### src/rtl/digit_serial_mult.sv
// Self-sequenced digit-serial multiplier: one PxP digit product per cycle,
// column-ordered, with runtime operand size and signedness.
module digit_serial_mult #(
  parameter int P         = 2,
  parameter int MAX_WIDTH = 16
) (
  input  logic                           clk,
  input  logic                           rst_n,
  input  logic                           in_valid,
  output logic                           in_ready,
  input  logic [MAX_WIDTH-1:0]           a,
  input  logic [MAX_WIDTH-1:0]           b,
  input  logic [$clog2(MAX_WIDTH/P):0]   num_digits,
  input  logic                           is_signed,
  input  logic                           abort,
  output logic                           out_valid,
  input  logic                           out_ready,
  output logic [2*MAX_WIDTH-1:0]         product,
  output logic                           busy
);
  localparam int D_MAX = MAX_WIDTH / P;
  localparam int DW    = $clog2(D_MAX) + 1;
  localparam int KW    = $clog2(2 * D_MAX) + 1;
  localparam int ACC_W = 2 * P + $clog2(D_MAX) + 1;
  localparam int PW    = 2 * MAX_WIDTH;
  localparam int MW    = 2 * P + 2;

  typedef enum logic [1:0] {IDLE, MULT, DONE} state_t;
  state_t state, state_nx;

  logic [MAX_WIDTH-1:0]    a_r, b_r;
  logic                    sgn_r;
  logic [DW-1:0]           d_r, d_in;
  logic [KW-1:0]           k, i, j;
  logic [KW-1:0]           dm1, i_end, kn, i_start;
  logic                    col_end, last;
  logic [P-1:0]            a_dig, b_dig;
  logic signed [P:0]       a_ext, b_ext;
  logic signed [MW-1:0]    prod;
  logic signed [ACC_W-1:0] prod_x, acc, acc_sum, acc_sh;
  logic [PW-1:0]           res, fin, ext;

  assign d_in = (num_digits == '0 || num_digits > DW'(D_MAX))
              ? DW'(D_MAX) : num_digits;

  // Column bookkeeping: i walks the pairs of column k, j is implied
  assign dm1     = KW'(d_r) - KW'(1);
  assign j       = k - i;
  assign i_end   = (k < dm1) ? k : dm1;
  assign col_end = (i == i_end);
  assign last    = col_end && (k == (dm1 << 1));
  assign kn      = k + KW'(1);
  assign i_start = (kn > dm1) ? kn - dm1 : '0;

  // Only the top digit of a signed operand carries a sign
  assign a_dig  = a_r[int'(i) * P +: P];
  assign b_dig  = b_r[int'(j) * P +: P];
  assign a_ext  = {sgn_r && (i == dm1) && a_dig[P-1], a_dig};
  assign b_ext  = {sgn_r && (j == dm1) && b_dig[P-1], b_dig};
  assign prod   = MW'(a_ext) * MW'(b_ext);
  assign prod_x = ACC_W'(prod);
  assign acc_sum = acc + prod_x;
  assign acc_sh  = acc_sum >>> P;

  always_comb begin
    int n2;
    fin = res;
    fin[int'(k) * P +: P]         = acc_sum[P-1:0];
    fin[(int'(k) + 1) * P +: P]   = acc_sh[P-1:0];
    n2  = 2 * P * int'(d_r);
    ext = '0;
    for (int bt = 0; bt < PW; bt++)
      ext[bt] = (bt < n2) ? fin[bt] : (sgn_r & fin[n2-1]);
  end

  always_ff @(posedge clk or negedge rst_n) begin
    if (!rst_n) state <= IDLE;
    else        state <= state_nx;
  end

  always_comb begin
    state_nx = state;
    unique case (state)
      IDLE: if (in_valid)              state_nx = MULT;
      MULT: if (abort)                 state_nx = IDLE;
            else if (last)             state_nx = DONE;
      DONE: if (out_ready || abort)    state_nx = IDLE;
      default:                         state_nx = IDLE;
    endcase
  end

  always_comb begin
    in_ready  = (state == IDLE);
    out_valid = (state == DONE);
    busy      = (state == MULT) || (state == DONE);
  end

  always_ff @(posedge clk or negedge rst_n) begin
    if (!rst_n) begin
      a_r     <= '0;
      b_r     <= '0;
      sgn_r   <= 1'b0;
      d_r     <= DW'(1);
      k       <= '0;
      i       <= '0;
      acc     <= '0;
      res     <= '0;
      product <= '0;
    end else if (state == IDLE && in_valid) begin
      a_r   <= a;
      b_r   <= b;
      sgn_r <= is_signed;
      d_r   <= d_in;
      k     <= '0;
      i     <= '0;
      acc   <= '0;
      res   <= '0;
    end else if (state == MULT && !abort) begin
      if (col_end) begin
        res[int'(k) * P +: P] <= acc_sum[P-1:0];
        acc <= acc_sh;
        k   <= kn;
        i   <= i_start;
      end else begin
        acc <= acc_sum;
        i   <= i + KW'(1);
      end
      if (last) product <= ext;
    end
  end
endmodule

### config.mk
export PLATFORM = sky130hd
export DESIGN_NAME = digit_serial_mult
export DESIGN_NICKNAME = d
export VERILOG_FILES = /design/src/rtl/digit_serial_mult.sv
export SDC_FILE = /design/constraint.sdc
export NUM_CORES = 1
export LEC_CHECK = 0
export ABC_AREA = 1
export CORE_ASPECT_RATIO = 0.6
export CORE_MARGIN = 3
export CORE_UTILIZATION = 53
export DETAILED_ROUTE_END_ITERATION = 12
export PLACE_DENSITY = 0.78
export SETUP_SLACK_MARGIN = 0.15
export SLEW_MARGIN = 5
export SYNTH_ARGS = -nofsm -noshare
export SYNTH_HDL_FRONTEND = slang
export SYNTH_SLANG_ARGS = --single-unit
### constraint.sdc
create_clock -name clk -period 6.2 [get_ports clk]
set_input_delay 0.62 -clock clk [delete_from_list [all_inputs] [get_ports clk]]
set_output_delay 0.62 -clock clk [all_outputs]
set_load 0.03 [all_outputs]
### Yosys cells after proc, flatten, opt, wreduce, memory -nomap -nowiden

Cells that the tools add are included.

| storage, ports and cells | value |
|---|---|
| input port bits | 42 |
| logic and storage cells | 149 |
| output and inout port bits | 35 |
| bits in registers | 121 |

| cells by class | value |
|---|---|
| add/sub/neg operators | 10 |
| eq/ne operators | 9 |
| shifts and indexed selects | 6 |
| multiplexer cells | 57 |
| multipliers | 1 |
| magnitude comparators | 36 |
| bitwise logic cells | 2 |
| reductions and logical operators | 18 |

Operators with widths:

| operator | count |
|---|---|
| $lt A5 B6 Y1 const A | 16 |
| $mux W32 | 3 |
| $shift A2 B33 Y32 const A | 2 |
| $shiftx A2 B33 Y32 | 2 |
| $bwmux W32 | 2 |
| $lt A4 B6 Y1 const A | 8 |
| $mux W5 | 8 |
| $mux W1 | 34 |
| $neg A6 Y33 | 1 |
| $neg A7 Y33 | 1 |
| $shiftx A16 B7 Y2 | 2 |
| $lt A3 B6 Y1 const A | 4 |
| $eq A5 B5 Y1 | 4 |
| $mux W8 | 2 |
| $lt A1 B6 Y1 const A | 2 |
| $lt A2 B6 Y1 const A | 2 |
| $add A5 B1 Y5 const B | 2 |
| $sub A5 B5 Y5 | 2 |
| $add A8 B6 Y8 | 1 |
| $mux W2 | 4 |
| $logic_and A1 B1 Y1 | 7 |
| $lt A7 B7 Y1 const B | 1 |
| $mux W7 | 1 |
| $sub A6 B1 Y7 const B | 1 |
| other kinds (23) | 27 |

### Depth between registers and ports, before layout

| depth | value |
|---|---|
| depth in word-level cells | 14 |
| mapped depth | 31 |
| gate-level depth less buffers | 30 |

### Worst setup path after synthesis

OpenSTA, ideal clock, no wires.

| timing path | value |
|---|---|
| path kind | register to register |
| start | register k[0] |
| end | register product[0] |
| path slack | 0.091 ns |
| clock period less this slack | 6.109 ns |
| stages on the path, launching flop included | 30 |
| library setup time | 0.077 ns |
| arrival time | 6.031 ns |
| data required time | 6.123 ns |
| path buffers | 2 |
| cell sequence | dfrtp_1 -> buf_4 -> inv_4 -> ha_1 -> inv_1 -> fa_1 -> clkbuf_1 -> o21ai_0 -> o32ai_1 -> nand2_1 -> nand2_1 -> nand4_1 -> a211oi_1 -> nand2_1 -> fa_1 -> inv_1 -> fa_1 -> inv_1 -> fa_1 -> inv_1 -> ha_1 -> fa_1 -> nand2_1 -> nor2_1 -> nand3_1 -> nand3_1 -> nand3_1 -> nand3_2 -> nand4_1 -> a21oi_1 |

| on the way | value |
|---|---|
| cells in the longest elaborated chain, start to end | 13 |
| elaborated cells on any way between the ends | 27 |
| classes of those cells | 5 x add/sub; 1 x mul; 1 x order compare; 3 x eq/ne; 5 x shift; 7 x mux; 1 x bitwise; 4 x reduce/logical |

Ends and longest elaborated chain:

| item | line | text |
|---|---|---|
| start: declaration | 34 | `logic [KW-1:0] k, i, j;` |
| start signal: assignment | 122 | `k <= kn;` |
| branches (longest 13 deep; another with $add A8 B6 Y8) | -- |  |
| end signal: assignment | 128 | `if (last) product <= ext;` |
| end: declaration | 18 | `output logic [2*MAX_WIDTH-1:0] product,` |

Several ways; the timed one is not identified. The select of a mux whose other input is x is not followed.
A chain may end at the register's enable or synchronous reset.

### Worst setup path after layout

| timing path | value |
|---|---|
| start | register d_r[3] |
| end | register product[2] |

| on the way | value |
|---|---|
| cells in the longest elaborated chain, start to end | 13 |
| elaborated cells on any way between the ends | 23 |
| classes of those cells | 2 x add/sub; 1 x mul; 2 x order compare; 4 x eq/ne; 1 x shift; 6 x mux; 1 x bitwise; 6 x reduce/logical |

Ends and longest elaborated chain:

| item | line | text |
|---|---|---|
| start: declaration | 33 | `logic [DW-1:0] d_r, d_in;` |
| start signal: assignment | 113 | `d_r <= d_in;` |
| $sub A4 B1 Y5 | 47 | `assign dm1 = KW'(d_r) - KW'(1);` |
| $eq A5 B5 Y1 (on tied branches) | 58, 59 |  |
| $logic_and A1 B1 Y1 (on tied branches) (2 in series) | 58, 59 |  |
| $mul A3 B3 Y6 | 60 | `assign prod = MW'(a_ext) * MW'(b_ext);` |
| $add A8 B6 Y8 | 62 | `assign acc_sum = acc + prod_x;` |
| $shiftx A2 B33 Y32 | 69 | `fin[(int'(k) + 1) * P +: P] = acc_sh[P-1:0];` |
| $bwmux W32 | 69 |  |
| $bmux W1 S5 | 73 | `ext[bt] = (bt < n2) ? fin[bt] : (sgn_r & fin[n2-1]);` |
| $mux W1 (not written as such) (2 in series) | 73 |  |
| $and A1 B1 Y1 | 73 |  |
| $mux W1 | 73 |  |

Several ways; a longest one is shown, not always the timed one. The select of a mux whose other input is x is not followed.

==> summary.txt <==
crit share post-route: 0.9487
Slew @ Worst Pin: 1.231 ns
Cells after DPL: 1497
top-count cell post-synth: nand2_1
clk buf depth: 2
overall power: 5.215 mW
Skew-Pair Late Insertion Delay: 0.43 ns
global route total overflow: 0
hold crit path type: primary input to async pin
Port Buffers: 76
Post-Synthesis Cells: 1219
P&R area growth vs syn: 24.28%
Total Wirelength: 27560 µm
H-tree depth: 4
Max FO, Critical Path: 8
Fin Clk Skew: 0.01041 ns
via count of the first global-routing pass: 8056
area of placed instances: 0.009652 mm²
DIE WIDTH: 169.8 µm
Starting Density: 0.5490
via count: 8631
Synth top cells by count: nand2_1 (325), inv_1 (200), nor2_1 (139)
pwr/cell area: 491.7 mW/mm²
CTS root buf: clkbuf_16
Yosys top cell area share: 0.3519
DRC: 0
GPL Wtd Cong: 1.010
wire per inst: 17.92 µm
status: completed
Final Max Slew Viols: 0
Detailed Routing Iterations Pass 1: 5
first-pass GRT wire length: 43770 µm
Hold Vio Cnt, Final: 0
Synth cell types: 45
leakage power total: 5.466 nW
RSZ-0062 raised after global routing: yes
CTS tree: built
sequential-to-total area share from yosys stat: 0.3549
cell taking the most area after synthesis: dfrtp_1
Synth Area per Inst: 7.001 µm²
nets: 1418
Detailed Place HPWL: 20220 µm
antenna violations before repair: 0
initial detailed-routing violation count: 999
Ports: 77
Post-synth EDFFs: 0
Final Cell Area: 0.01061 mm²
clock slew at reported path FFs: 0.06 ns
vias per cell: 5.612
n_diodes: 0
Post-CTS Hold Fix Bufs: 0
fill count: 1301
maximum vdd drop: 0.0003295 V
Critical Path Source Type: flop
CP Class: flop to flop
Setup violations, final: 0
Post-synth top flop: dfrtp_1
Core ar.: 0.01555 mm²
CP arrival: 6.23 ns
Chip Height: 104.3 µm
Post-Synthesis Cell Area: 0.008534 mm²
post-route ant nets: 0
Area contributors post-synth: dfrtp_1 (35%), nand2_1 (14%), inv_1 (8.8%)
fin crit period: 5.882 ns
row count: 35
layout cells sized above 1: 0.1176
CTS Sinks: 121
slew margin rel.: 0.1720
fmax: 170.0 MHz
Required @ worst endpoint: 6.55 ns
post-route insts no fill: 1538
total track usage: 0.3151
Fin Hold WS: 0.2448 ns
#FFs+latches synth: 121
die area: 0.01771 mm²
synth warn: 0
Post-Syn Nets: 1315
TritonCTS Buffers: 17
max cap viols: 0
pin count of the biggest net entering global routing: 65
CP endpoint kind: flop
post-synthesis async set-or-reset flop share: 1.000
-- placed cells by master (no fill, tap or decap), types with 17 or more instances in the layout --
cell type,instances
a21oi_1,53
buf_4,37
clkbuf_16,18
clkdlybuf4s50_1,75
dfrtp_1,120
ha_1,40
inv_1,197
nand2_1,321
nand3_1,41
nor2_1,136
o21ai_0,58
o21ai_1,17
o22ai_1,33
-- final timing paths --
| check | endpoint | depth (start not counted) | slack (ns) | start |
|---|---|---|---|---|
| max reg2reg | product[2]$_DFFE_PN0P_ | 24 | 0.32 | d_r[3]$_DFFE_PN0P_ |
| min reg2reg | product[1]$_DFFE_PN0P_ | 2 | 0.48 | product[1]$_DFFE_PN0P_ |
| min in group clk | product[1]$_DFFE_PN0P_ | 2 | 0.48 | product[1]$_DFFE_PN0P_ |
| max in group asynchronous | res[26]$_DFFE_PN0P_ | 2 | 4.68 | rst_n |
| max | product[2]$_DFFE_PN0P_ | 24 | 0.32 | d_r[3]$_DFFE_PN0P_ |
| min | a_r[14]$_DFFE_PN0P_ | 1 | 0.24 | rst_n |
-- timing repair --
item                                    4_1_cts  5_1_grt
pin swaps                                     2       26
gates resized for setup                      14       49
hold endpoints to repair                      0        0
endpoints found under the setup margin       32       32
gates cloned                                  1        1
buffers inserted                              1        6
-- through the flow --
step           setup slack (ns)  utilization  setup TNS [ns]
2_1_floorplan            0.2301            -               0
3_3_place_gp             0.2396       0.6208               0
3_5_place_dp           -0.07172       0.6208         -0.7680
4_1_cts                  0.1260       0.6634               0
5_1_grt                 0.09251       0.6823               0
6_report                 0.3179       0.6823               0
-- power by group --
part | switching, mW | internal [mW] | total, mW
combinational | 2.09 | 0.996 | 3.09
clock | 0.400 | 0.604 | 1.00
sequential | 0.135 | 0.987 | 1.12
-- cell type report --
type,instances,area [µm²],area share
multi-input cells,855,4842,0.4565
flip-flops and latches,121,3029,0.2856
repair buffers,116,1096,0.1033
inverters,211,797.0,0.07514
clock buffers,19,442.9,0.04176
well taps,203,254.0,0.02395
clock inverters,13,145.1,0.01368
-- metal layers --
layer,vias up,part of all wire,track usage
li1,4122,-,-
met3,46,0.15,0.1458
met4,0,0.013,0.05776
met5,-,0,0
met2,492,0.36,0.3752
met1,3971,0.47,0.5056
-- flip-flops by register name, indices dropped and copies added (netlist names) --
signal	cells
sgn_r	1
res	32
k	5
b_r	16
state	2
d_r	4
i	5
acc	8
product	32
a_r	16
-- critical path, cell delays in order, from the launching register on --
cell	delay [ns]
dfrtp_1	0.45
inv_2	0.22
nand2_2	0.15
nor2_4	0.23
nand2_1	0.27
nand2_2	0.20
xor2_1	0.09
nor2_1	0.32
nand2_1	0.17
fa_1	0.56
inv_1	0.05
fa_1	0.49
inv_2	0.04
fa_1	0.48
inv_1	0.05
ha_2	0.20
fa_2	0.62
nand2_4	0.10
nor2_4	0.17
nand3_2	0.13
nand3_2	0.12
nand3_4	0.11
nand3_4	0.20
nand4_1	0.20
a21oi_1	0.18
-- cells by family after synthesis --
family	synth area share
xor gates and xnor gates	0.01539
AOI/OAI and AO/OA	0.1462
and+or+nand+nor	0.2825
DFF	0.3549
adders and majority gates	0.08972
buffers and inverters	0.1113
Power figures use the tool's default switching activity.
